[config.mk]
export PLATFORM = sky130hd
export DESIGN_NAME = sqrt_issue_ctrl
export DESIGN_NICKNAME = d
export VERILOG_FILES = /design/src/rtl/sqrt_pkg.sv /design/src/rtl/sync_fifo_tagged.sv /design/src/rtl/sqrt_issue_ctrl.sv
export SDC_FILE = /design/constraint.sdc
export NUM_CORES = 1
export LEC_CHECK = 0
export CORE_MARGIN = 4
export CORE_UTILIZATION = 30
export CTS_CLUSTER_SIZE = 16
export DETAILED_ROUTE_END_ITERATION = 16
export GPL_ROUTABILITY_DRIVEN = 1
export GPL_TIMING_DRIVEN = 0
export SLEW_MARGIN = 0
export SYNTH_ARGS = -nofsm -noshare
export SYNTH_HDL_FRONTEND = slang
export SYNTH_HIERARCHICAL = 1
export SYNTH_SLANG_ARGS = --single-unit
[constraint.sdc]
create_clock -name clk -period 2.6 [get_ports clk]
set_input_delay 0.26 -clock clk [delete_from_list [all_inputs] [get_ports clk]]
set_output_delay 0.26 -clock clk [all_outputs]
set_load 0.01 [all_outputs]
[src/rtl/sqrt_pkg.sv]
// Shared constants and FSM state type for the f32 square-root issue/collect stage.
package sqrt_pkg;

  localparam int unsigned F32_WIDTH = 32;
  localparam logic [F32_WIDTH-1:0] F32_QNAN = 32'h7FC0_0000;

  typedef enum logic [1:0] {
    IDLE  = 2'd0,
    ISSUE = 2'd1,
    WAIT  = 2'd2,
    HOLD  = 2'd3
  } state_t;

endpackage

[src/rtl/sync_fifo_tagged.sv]
// Count-based synchronous FIFO with combinational head read and synchronous active-low reset.
module sync_fifo_tagged #(
  parameter int unsigned DEPTH = 4,
  parameter int unsigned WIDTH = 36
) (
  input  logic             clk_i,
  input  logic             rst_ni,
  input  logic             push_i,
  input  logic             pop_i,
  input  logic [WIDTH-1:0] wdata_i,
  output logic [WIDTH-1:0] rdata_o,
  output logic             empty_o,
  output logic             full_o
);

  localparam int unsigned AW = (DEPTH > 1) ? $clog2(DEPTH) : 1;
  localparam int unsigned CW = $clog2(DEPTH + 1);

  logic [WIDTH-1:0] mem_q [DEPTH];
  logic [AW-1:0]    wptr_q, wptr_d, rptr_q, rptr_d;
  logic [CW-1:0]    count_q, count_d;
  logic             do_push, do_pop;

  assign empty_o = (count_q == '0);
  assign full_o  = (count_q == CW'(DEPTH));
  assign do_push = push_i && !full_o;
  assign do_pop  = pop_i && !empty_o;
  assign rdata_o = mem_q[rptr_q];

  // Pointers wrap naturally because DEPTH is a power of two.
  always_comb begin
    wptr_d  = wptr_q;
    rptr_d  = rptr_q;
    count_d = count_q;
    if (do_push) wptr_d = wptr_q + 1'b1;
    if (do_pop)  rptr_d = rptr_q + 1'b1;
    if (do_push && !do_pop)      count_d = count_q + 1'b1;
    else if (!do_push && do_pop) count_d = count_q - 1'b1;
  end

  always_ff @(posedge clk_i) begin
    if (!rst_ni) begin
      wptr_q  <= '0;
      rptr_q  <= '0;
      count_q <= '0;
    end else begin
      wptr_q  <= wptr_d;
      rptr_q  <= rptr_d;
      count_q <= count_d;
    end
  end

  always_ff @(posedge clk_i) begin
    if (do_push) mem_q[wptr_q] <= wdata_i;
  end

endmodule

[src/rtl/sqrt_issue_ctrl.sv]
// Issues buffered f32 operands one at a time to the iterative sqrt core and
// registers each result (with tag and watchdog error flag) on a valid/ready output.
module sqrt_issue_ctrl
  import sqrt_pkg::*;
#(
  parameter int unsigned DEPTH   = 4,
  parameter int unsigned TAGW    = 4,
  parameter int unsigned TIMEOUT = 63
) (
  input  logic                 clk,
  input  logic                 rst,
  input  logic                 in_valid,
  output logic                 in_ready,
  input  logic [F32_WIDTH-1:0] in_data,
  input  logic [TAGW-1:0]      in_tag,
  output logic                 core_start,
  output logic [F32_WIDTH-1:0] core_a,
  input  logic                 core_rdy,
  input  logic [F32_WIDTH-1:0] core_sqrt,
  output logic                 out_valid,
  input  logic                 out_ready,
  output logic [F32_WIDTH-1:0] out_data,
  output logic [TAGW-1:0]      out_tag,
  output logic                 out_err,
  output logic                 busy
);

  localparam int unsigned WDW = $clog2(TIMEOUT + 1);

  state_t                 state_q, state_d;
  logic [F32_WIDTH-1:0]   op_data_q, op_data_d;
  logic [TAGW-1:0]        op_tag_q, op_tag_d;
  logic [WDW-1:0]         wd_q, wd_d;
  logic                   out_valid_q, out_valid_d;
  logic [F32_WIDTH-1:0]   out_data_q, out_data_d;
  logic [TAGW-1:0]        out_tag_q, out_tag_d;
  logic                   out_err_q, out_err_d;

  logic                   fifo_pop, fifo_empty, fifo_full;
  logic [TAGW+F32_WIDTH-1:0] fifo_head;

  sync_fifo_tagged #(
    .DEPTH (DEPTH),
    .WIDTH (TAGW + F32_WIDTH)
  ) u_fifo (
    .clk_i   (clk),
    .rst_ni  (rst),
    .push_i  (in_valid && in_ready),
    .pop_i   (fifo_pop),
    .wdata_i ({in_tag, in_data}),
    .rdata_o (fifo_head),
    .empty_o (fifo_empty),
    .full_o  (fifo_full)
  );

  assign in_ready   = !fifo_full && rst;
  assign core_start = (state_q == ISSUE);
  assign core_a     = op_data_q;
  assign out_valid  = out_valid_q;
  assign out_data   = out_data_q;
  assign out_tag    = out_tag_q;
  assign out_err    = out_err_q;
  assign busy       = !fifo_empty || (state_q != IDLE);

  always_comb begin
    state_d     = state_q;
    op_data_d   = op_data_q;
    op_tag_d    = op_tag_q;
    wd_d        = wd_q;
    out_valid_d = out_valid_q;
    out_data_d  = out_data_q;
    out_tag_d   = out_tag_q;
    out_err_d   = out_err_q;
    fifo_pop    = 1'b0;
    unique case (state_q)
      IDLE: begin
        if (!fifo_empty) begin
          fifo_pop  = 1'b1;
          op_data_d = fifo_head[F32_WIDTH-1:0];
          op_tag_d  = fifo_head[TAGW+F32_WIDTH-1:F32_WIDTH];
          state_d   = ISSUE;
        end
      end
      // core_rdy may still reflect the previous op here, so it is not sampled.
      ISSUE: begin
        wd_d    = '0;
        state_d = WAIT;
      end
      WAIT: begin
        wd_d = (wd_q == '1) ? wd_q : wd_q + 1'b1;
        if (core_rdy) begin
          out_valid_d = 1'b1;
          out_data_d  = core_sqrt;
          out_tag_d   = op_tag_q;
          out_err_d   = 1'b0;
          state_d     = HOLD;
        end else if (wd_q == WDW'(TIMEOUT - 1)) begin
          out_valid_d = 1'b1;
          out_data_d  = F32_QNAN;
          out_tag_d   = op_tag_q;
          out_err_d   = 1'b1;
          state_d     = HOLD;
        end
      end
      HOLD: begin
        if (out_ready) begin
          out_valid_d = 1'b0;
          if (!fifo_empty) begin
            fifo_pop  = 1'b1;
            op_data_d = fifo_head[F32_WIDTH-1:0];
            op_tag_d  = fifo_head[TAGW+F32_WIDTH-1:F32_WIDTH];
            state_d   = ISSUE;
          end else begin
            state_d = IDLE;
          end
        end
      end
      default: state_d = IDLE;
    endcase
  end

  always_ff @(posedge clk) begin
    if (!rst) begin
      state_q     <= IDLE;
      op_data_q   <= '0;
      op_tag_q    <= '0;
      wd_q        <= '0;
      out_valid_q <= 1'b0;
      out_data_q  <= '0;
      out_tag_q   <= '0;
      out_err_q   <= 1'b0;
    end else begin
      state_q     <= state_d;
      op_data_q   <= op_data_d;
      op_tag_q    <= op_tag_d;
      wd_q        <= wd_d;
      out_valid_q <= out_valid_d;
      out_data_q  <= out_data_d;
      out_tag_q   <= out_tag_d;
      out_err_q   <= out_err_d;
    end
  end

endmodule

Word-level counts from Yosys, hierarchy flattened:

Memories as Yosys holds them, arrays and structs flattened. A register that Yosys moved wholly into a read port is not among the register bits.
Index checks and enable logic that the tools add are counted.
Widths: inputs -> output; s select.

* add/subtract/negate cells: 5
* equal/unequal tests: 10
* mux-type cells: 32
* reduce and logical (&&, ||, !) cells: 24

Operators by type and width (count)
* $mux 32: 4
* $pmux 32 s2: 1
* $mux 4: 4
* $eq 6x6->1 const B: 2
* $mux 2: 6
* $pmux 6 s2: 1
* $reduce_bool 2->1: 6
* $mux 1: 9
* $pmux 2 s4: 1
* $pmux 4 s2: 1
* $add 6x1->6 const B: 1
* $logic_and 1x1->1: 6
* $mux 3: 2
* $mux 6: 1
* $ne 2x2->1 const B: 3
* $reduce_and 2->1: 3
* $reduce_and 3->1: 2
* $add 2x1->2 const B: 2
* $eq 2x2->1 const B: 2
* $logic_not 1->1: 4
* $pmux 1 s2: 2
* $add 3x1->3 const B: 1
* $eq 3x3->1 const B: 1
* $logic_not 3->1: 1
* other kinds (5): 5

* register bits: 89
* bits in writable memories: 144
* input bits: 73
* memories: 1

Memory list
* u_fifo.mem_q: words 4, width 36, rd ports 1, clocked after memory_dff 1, wr ports 1, line sync_fifo_tagged.sv:19 `logic [WIDTH-1:0] mem_q [DEPTH];`

Depth between registers and ports, before layout:

Gate-level depths: netlist of the first run.

* depth after elaboration: 9
* gate-level depth with buffers: 12
* depth with buffers taken out: 11

Cells and area by module:

Netlist of the first run, hierarchy kept.

By module, submodules not included
* sync_fifo_tagged: instances 1, cells each 236, area each 5731.7 µm²
* sqrt_issue_ctrl: instances 1, cells each 370, area each 3245.6 µm²

Least setup slack after synthesis of the first run:

Ideal clock, no wire load.

* path type: reg2reg
* start point: register u_fifo.count_q[0]
* end point: register u_fifo.count_q[2]
* library setup time: 0.076 ns
* arrival: 2.564 ns
* required time: 2.524 ns
* setup slack: -0.040 ns
* cell stages (with the launch flop): 10
* path buffers: 0
* path through: dfxtp_1 nor3_1 nor3_1 o31ai_2 ha_1 inv_1 fa_1 xor2_1 or3_1 a21boi_0

* longest elaborated chain between the ends: 8

Ends and longest elaborated chain
* from (decl): line sync_fifo_tagged.sv:21 `logic [CW-1:0] count_q, count_d;`
* from (signal assigned): line sync_fifo_tagged.sv:49 `count_q <= count_d;`
* $logic_not 3->1 (*): line sync_fifo_tagged.sv:24 `assign empty_o = (count_q == '0);`
* named net fifo_empty: line sqrt_issue_ctrl.sv:39 `logic fifo_pop, fifo_empty, fifo_full;`
* $mux 1 (*): line sqrt_issue_ctrl.sv:77, sqrt_issue_ctrl.sv:108
* $mux 1: line sqrt_issue_ctrl.sv:106 `if (out_ready) begin`
* $pmux 1 s2 (*): line sqrt_issue_ctrl.sv:75 `unique case (state_q)`
* named net fifo_pop: line sqrt_issue_ctrl.sv:39
* $logic_and 1x1->1 (*): line sync_fifo_tagged.sv:27 `assign do_pop = pop_i && !empty_o;`
* $logic_not 1->1: line sync_fifo_tagged.sv:37 `if (do_push && !do_pop) count_d = count_q + 1'b1;`
* $logic_and 1x1->1: line sync_fifo_tagged.sv:37
* $mux 3 / $reduce_bool 2->1 (equally long branches)

Mark *: on every way through the listed nets, which the timed path passes. The rest lies on a longest branch. The select of a mux whose other input is x is not followed.
A chain may end at the register's enable or synchronous reset.

Worst setup path in the final report of the first run:

* start point: register u_fifo.count_q[1]
* end point: register u_fifo.count_q[2]

The elaborated chain is that of the path after synthesis.

==> run_results.csv, run 1 <==
group,metric,value,unit
worst_setup_path,worstPathCellList,"nor3_4 -> nor3_1 -> o31ai_2 -> ha_2 -> inv_1 -> fa_1 -> xor2_1 -> or3_1 -> a21boi_0",
clocking,clkTransAtPathRegs,0.06,ns
synth,synth_seq_cells,235,
global_routing,grt_use_total,12.31,%
worst_setup_path,crit_fanout,6,
placed_design,globalplace.congestion,0.7504,
worst_setup_path,crit_arrival,2.86,ns
sta,fin_crit,2.403,ns
floorplanning,io_pins,146,
worst_setup_path,cp_data_required_time,3.06,ns
sta,setup_ws,0.1969,ns
global_routing,grt_pass1_vias,5465,
finish,n_antenna_cell,0,
placed_design,hpwl,13980,µm
sta,setup_violations,0,
min_path,hold_path.class,"in -> reg",
floorplanning,die_w,181.0,µm
finish,nets,869,
power,swShare,27.60,%
routing,num_vias,5413,
power,pwr-share-comb,26.5,%
power,ir_drop,0.5284,mV
sta,finClkSkew,0.01648,ns
synth,yosys_warnings,6,
sta,maxSlewHeadroom,45.75,%
power,switchingPower,3252,µW
placed_design,placed_cells_incl_taps,1144,
sta,tightest_slew,0.8138,ns
routing,dr.pass1.iters,4,
sta,rsz0062_at_grt,"false",
synth,synth_top_flop_cell,"edfxtp_1",
floorplanning,start_util,30.37,%
global_routing,antenna_found_initial,1,
synth,synth_enable_flop_cells,144,
power,power_density,984.0,nW/µm²
synth,synth_cell_type_count,48,
routing,drcViolationCount,0,
clocking,holdBufCountCts,0,
finish,instances_no_fill,1193,
sta,hold_violations,0,
finish,fin_util,40.51,%
power,seqPwrFrac,40.4,%
sta,max_freq,416.1,MHz
outcome,status,"complete, no violations",
finish,area_growth,33.38,%
placed_design,portBuffers,144,
global_routing,grt_max_degree,22,
global_routing,grt_pass1_wl,32060,µm
synth,yosysTopAreaCellShare,48.17,%
finish,drive_gt1_share,16.81,%
floorplanning,die_h,181.0,µm
power,p_int,8531,µW
routing,drt_iter0_markers,239,
routing,ant_nets,0,
synth,synth.area.top_cells,"edfxtp_1, dfxtp_1, mux4_2, nand2_1, a21oi_1",
synth,syn_area_per_cell,14.81,µm²
clocking,numCtsBuffers,26,
worst_setup_path,max_stage_delay,0.43,ns
clocking,cts_root_buf,"clkbuf_16",
worst_setup_path,endpoint_kind,"flop",
clocking,clockBufferDepth,3,
synth,synth_fp_nets,692,
synth,netlist_area,8977,µm²
power,p_leak,0.003988,µW
synth,synth.largest_area_cell,"edfxtp_1",
clocking,cts_tree,"done",
clocking,clkLatencyLatePin,0.54,ns
floorplanning,core-area,29560,µm²
flow_run,drv_cap,0,
sta,slew_viol_final,0,
global_routing,gr-total-overflow,0,
clocking,htreeDepth,1,
synth,async_flop_share,0,%
synth,seq_area_frac_synth,68.46,%
placed_design,dp_slack,-0.05969,ns
synth,yosysMostFrequentCell,"edfxtp_1",
routing,vias_per_cell,4.537,
clocking,clock-sinks,235,
worst_setup_path,cpMaxStageDelayCell,"fa_1",
power,power.share.clock,33.1,%
synth,ys_top_cells_by_count,"edfxtp_1, nand2_1, dfxtp_1, a21oi_1, mux4_2",
synth,synth_cells,606,
sta,finalCritPeriodShare,92.43,%
finish,fillers,2792,
worst_setup_path,start_kind,"flop",
routing,wire_per_inst,17.22,µm
worst_setup_path,path_class,"reg -> reg",
floorplanning,die-area,32760,µm²
routing,wl,20540,µm
floorplanning,fp-row-count,63,
[worst max-delay path, delay by kind of cell, from the launching register on]
kind                     cells  cell delay, ns
XOR/XNOR                     1            0.15
adder cells (fa/ha/maj)      2            0.67
AND/OR/NAND/NOR              3            0.82
flip-flops                   1            0.37
buffers and inverters        1            0.06
AO/OA/AOI/OAI                2            0.26
[placed cells by master (no fill, tap or decap), types with 5 or more instances in the layout]
cell type and n:
o22ai_1 17, edfxtp_1 144, dfxtp_1 86, o22ai_2 6, clkdlybuf4s50_1 144, bufinv_16 5, ha_1 10, a21oi_1 39
mux4_2 30, inv_1 9, o221a_2 9, buf_12 7, buf_2 7, clkbuf_1 19, and2_1 5, o21ai_0 5
clkbuf_16 26, mux4_1 6, mux2i_1 9, nand2_1 138, buf_6 9
[final cells by class]
| type | count | area, µm² | area share [%] |
|---|---|---|---|
| Clock buffer | 32 | 693.2 | 5.789 |
| Sequential cell | 235 | 6155 | 51.40 |
| Timing Repair Buffer | 149 | 1529 | 12.77 |
| Multi-Input combinational cell | 326 | 2569 | 21.45 |
| Buffer | 36 | 265.3 | 2.215 |
| Clock inverter | 16 | 241.5 | 2.017 |
| Inverter | 9 | 33.78 | 0.2821 |
| Tap cell | 390 | 488.0 | 4.075 |
[timing repair]
item | CTS | global route
endpoints found under the setup margin | 1 | 1
pin swaps | 0 | 1
buffers inserted | 0 | 1
resized for setup | 3 | 10
[path summary, 6_finish.rpt]
kind | from | endpoint | slack [ns] | cells after the start
setup reg to reg | u_fifo/count_q[1] | u_fifo/count_q[2] | 0.20 | 9
hold / removal | rst | u_fifo/count_q[2] | 0.14 | 2
hold reg to reg | core_a[31] | core_a[31] | 0.45 | 2
setup / recovery | u_fifo/count_q[1] | u_fifo/count_q[2] | 0.20 | 9
[stage by stage]
stage               power [µW]  TNS [ns]  instance area (µm²)  hold WS (ns)
finish                   11780         0                11970        0.1389
global route             12390         0                11970        0.1449
CTS                      11970         0                11940        0.1139
detailed placement        7994  -0.05969                11000        0.4471
global placement          7946   -111.32                10910        0.4422
floorplan                 6620         0                 8982        0.3589
[flip-flops by register name, summed over array words and instances, names as in the netlist, named ones only]
register and cells:
out_valid 1, core_a 32, u_fifo/rptr_q 2, wd_q 6
op_tag_q 4, state_q 2, out_err 1, u_fifo/count_q 3
out_data 32, u_fifo/wptr_q 2, u_fifo/mem_q 144, out_tag 4
[cell families after synthesis]
kind of cell             share of synthesized area, %
multiplexers                                    10.29
buffers and inverters                           3.303
adder cells (fa/ha/maj)                         1.895
flip-flops                                      68.46
AND/OR/NAND/NOR                                 8.404
AO/OA/AOI/OAI                                   7.261
XOR/XNOR                                       0.3903
[routing by layer]
layer / vias to the layer above / global-route usage, % / wire (µm)
li1: 2609 / - / -
met2: 162 / 20.68 / 9864
met4: 2 / 2.792 / 455
met5: - / 0 / 13
met1: 2608 / 15.96 / 8800
met3: 32 / 3.443 / 1405
[power by group through the flow]
stage / Clock (µW) / Combinational, µW / Sequential, µW
after floorplan: 0 / 1680 / 4940
after global placement: 0 / 3120 / 4830
after detailed placement: 0 / 3160 / 4830
after CTS: 4030 / 3180 / 4760
after global routing: 4170 / 3390 / 4830
final: 3910 / 3120 / 4760
Note: power is estimated with default switching activity, not from simulation.
==> run 2: changes to the inputs <==
--- a/config.mk
+++ b/config.mk
@@ -5,8 +5,10 @@
 export SDC_FILE = /design/constraint.sdc
 export NUM_CORES = 1
 export LEC_CHECK = 0
+export ABC_AREA = 1
 export CORE_MARGIN = 4
 export CORE_UTILIZATION = 30
+export CTS_BUF_LIST = sky130_fd_sc_hd__clkbuf_16
 export CTS_CLUSTER_SIZE = 16
 export DETAILED_ROUTE_END_ITERATION = 16
 export GPL_ROUTABILITY_DRIVEN = 1
==> constraint.sdc (replaced) <==
create_clock -name clk -period 2.3 [get_ports clk]
set_input_delay 0.23 -clock clk [delete_from_list [all_inputs] [get_ports clk]]
set_output_delay 0.23 -clock clk [all_outputs]
set_load 0.01 [all_outputs]
==> run 2 against run 1 <==
  * Sequential power rose by 9.5%
  * Clock skew fell by 0.0013 ns
  * Via count rose by 22%
  * Highest routed layer is now met4
  * Final area rose by 2.2%
  * Hold slack improved by 0.073 ns
  * Area after synthesis rose by 1.7%
  * Combinational power rose by 17%
  * Flip-flop and latch count did not move
  * Sequential share of layout area fell by 1.1 points
  * Utilization rose by 0.58 points
  * Cell count rose by 20%
  * Register-to-register slack barely moved
==> run_results.csv, run 2 <==
group,metric,value,unit
global_routing,antenna_found_initial,0,
routing,drcViolationCount,0,
routing,drt_iter0_markers,458,
synth,synth_cells,824,
floorplanning,die_w,182.5,µm
synth,syn_area_per_cell,11.08,µm²
synth,synth.area.top_cells,"edfxtp_1, dfxtp_1, nor2_1, o21ai_0, nand2_1",
synth,ys_top_cells_by_count,"nor2_1, edfxtp_1, dfxtp_1, nand2_1, o21ai_0",
placed_design,globalplace.congestion,0.7744,
routing,wire_per_inst,16.38,µm
min_path,hold_path.class,"in -> reg",
finish,fillers,2862,
synth,synth_enable_flop_cells,144,
synth,synth_top_flop_cell,"edfxtp_1",
worst_setup_path,worstPathCellList,"nor2_2 -> nand2_2 -> inv_1 -> nand2_1 -> clkdlybuf4s50_1",
clocking,cts_root_buf,"clkbuf_16",
floorplanning,die_h,182.5,µm
routing,wl,23360,µm
worst_setup_path,crit_arrival,1.89,ns
clocking,htreeDepth,1,
sta,setup_violations,0,
finish,largest_reg_flops,144,
outcome,status,"complete, no violations",
global_routing,grt_use_total,13.44,%
routing,dr.pass1.iters,5,
synth,netlist_area,9133,µm²
synth,seq_area_frac_synth,67.30,%
global_routing,grt_pass1_wl,36020,µm
sta,finClkSkew,0.01514,ns
floorplanning,start_util,30.65,%
synth,yosysTopAreaCellShare,47.35,%
clocking,cts_tree,"done",
sta,fin_crit,2.124,ns
clocking,holdBufCountCts,0,
worst_setup_path,start_kind,"flop",
synth,yosys_warnings,6,
sta,finalCritPeriodShare,92.35,%
worst_setup_path,cpMaxStageDelayCell,"clkdlybuf4s50_1",
worst_setup_path,crit_fanout,4,
global_routing,gr-total-overflow,0,
worst_setup_path,path_class,"reg -> out",
power,power,13040,µW
routing,vias_per_cell,4.633,
synth,synth.largest_area_cell,"edfxtp_1",
sta,maxSlewHeadroom,61.59,%
synth,synth_cell_type_count,41,
worst_setup_path,endpoint_kind,"primary output",
power,p_leak,0.004306,µW
placed_design,hpwl,15460,µm
synth,async_flop_share,0,%
floorplanning,core-area,29800,µm²
synth,synth_seq_cells,235,
synth,yosysMostFrequentCell,"nor2_1",
floorplanning,die-area,33300,µm²
finish,nets,1100,
sta,hold_violations,0,
finish,mostFrequentLayoutCells,"nor2_1, clkdlybuf4s50_1, edfxtp_1, dfxtp_1, o21ai_0",
finish,top_register,"u_fifo/mem_q",
clocking,clkTransAtPathRegs,0.06,ns
floorplanning,fp-row-count,63,
finish,drive_gt1_share,13.43,%
routing,num_vias,6606,
sta,max_freq,470.8,MHz
flow_run,drv_cap,0,
sta,whs,0.2118,ns
global_routing,grt_max_degree,28,
clocking,clockBufferDepth,3,
routing,ant_nets,0,
sta,slew_viol_final,0,
global_routing,grt_pass1_vias,6624,
worst_setup_path,max_stage_delay,0.53,ns
power,power_density,1065,nW/µm²
worst_setup_path,cp_data_required_time,2.07,ns
synth,synth_fp_nets,910,
finish,area_growth,34.06,%
sta,tightest_slew,0.5762,ns
finish,layout_commonest_cell,"nor2_1",
clocking,clkLatencyLatePin,0.54,ns
clocking,clock-sinks,235,
power,ir_drop,0.5746,mV
clocking,numCtsBuffers,27,
floorplanning,io_pins,146,
placed_design,portBuffers,145,
[run 2: power breakdown]
group / internal [µW] / total [µW] / leakage, µW / switching, µW
clock: 2480 / 4180 / 0.000453 / 1700
combinational: 1530 / 3650 / 0.00180 / 2120
sequential: 4980 / 5210 / 0.00205 / 232
total: 8990 / 13000 / 0.00431 / 4050
[run 2: routing by layer]
layer | global-route usage [%] | vias to the layer above | wire (µm)
met5 | 0 | - | 0
met4 | 4.233 | 0 | 514
met3 | 2.850 | 39 | 1500
met2 | 21.54 | 215 | 10790
met1 | 18.30 | 3118 | 10560
li1 | - | 3234 | -
[run 2: worst max-delay path, delay by kind of cell (launching register included)]
kind / cells / cell delay (ns)
buf+inv: 2 / 0.66
simple gates: 3 / 0.35
flops: 1 / 0.34
[run 2: final cells by class]
| class | instances | area, µm² | share of cell area, % |
|---|---|---|---|
| Sequential cell | 235 | 6153 | 50.26 |
| Tap cell | 390 | 488.0 | 3.986 |
| Clock buffer | 27 | 675.6 | 5.519 |
| Multi-Input combinational cell | 503 | 2604 | 21.27 |
| Antenna cell | 1 | 2.502 | 0.02044 |
| Clock inverter | 23 | 197.7 | 1.615 |
| Inverter | 44 | 177.7 | 1.451 |
| Buffer | 42 | 291.5 | 2.381 |
| Timing Repair Buffer | 161 | 1653 | 13.50 |
[run 2: cells by family (layout without fill, tap and decap cells)]
group / after synthesis / count (layout) / share of synthesized area [%]
compound gates: 213 / 213 / 13.55
buf+inv: 86 / 297 / 5.083
fa+ha+maj: 13 / 13 / 1.863
simple gates: 276 / 276 / 12.11
xor+xnor: 1 / 1 / 0.09592
flops: 235 / 235 / 67.30
other cells: 0 / 1 / 0
[run 2: repair_timing]
| action | CTS | global route |
|---|---|---|
| pin swaps | 5 | 6 |
| cloned | 0 | 0 |
| endpoints found under the setup margin | 128 | 29 |
| gates resized for setup | 10 | 16 |
| setup buffers | 8 | 4 |
| endpoints found under the hold margin | 0 | 0 |
[run 2: stage by stage]
step | setup WS (ns) | TNS [ns] | cell area [µm²] | utilization [%] | std cells
global route | -0.005191 | -0.005191 | 12240 | 41.08 | 1425
CTS | -0.003473 | -0.003473 | 12170 | 40.85 | 1421
finish | 0.1759 | 0 | 12240 | 41.09 | 1426
floorplan | -0.1594 | -22.95 | 9143 | - | 824
global placement | -1.835 | -261.54 | 11080 | 37.19 | 1359
detailed placement | -1.049 | -111.20 | 11190 | 37.55 | 1363
[run 2: final timing paths]
check | from | end | slack (ns) | depth (start not counted)
min reg2reg | out_data[13] | out_data[13] | 0.46 | 2
max | u_fifo/count_q[1] | busy | 0.18 | 5
min | rst | u_fifo/wptr_q[0] | 0.21 | 3
max reg2reg | u_fifo/count_q[1] | u_fifo/mem_q[2][33] | 0.21 | 8
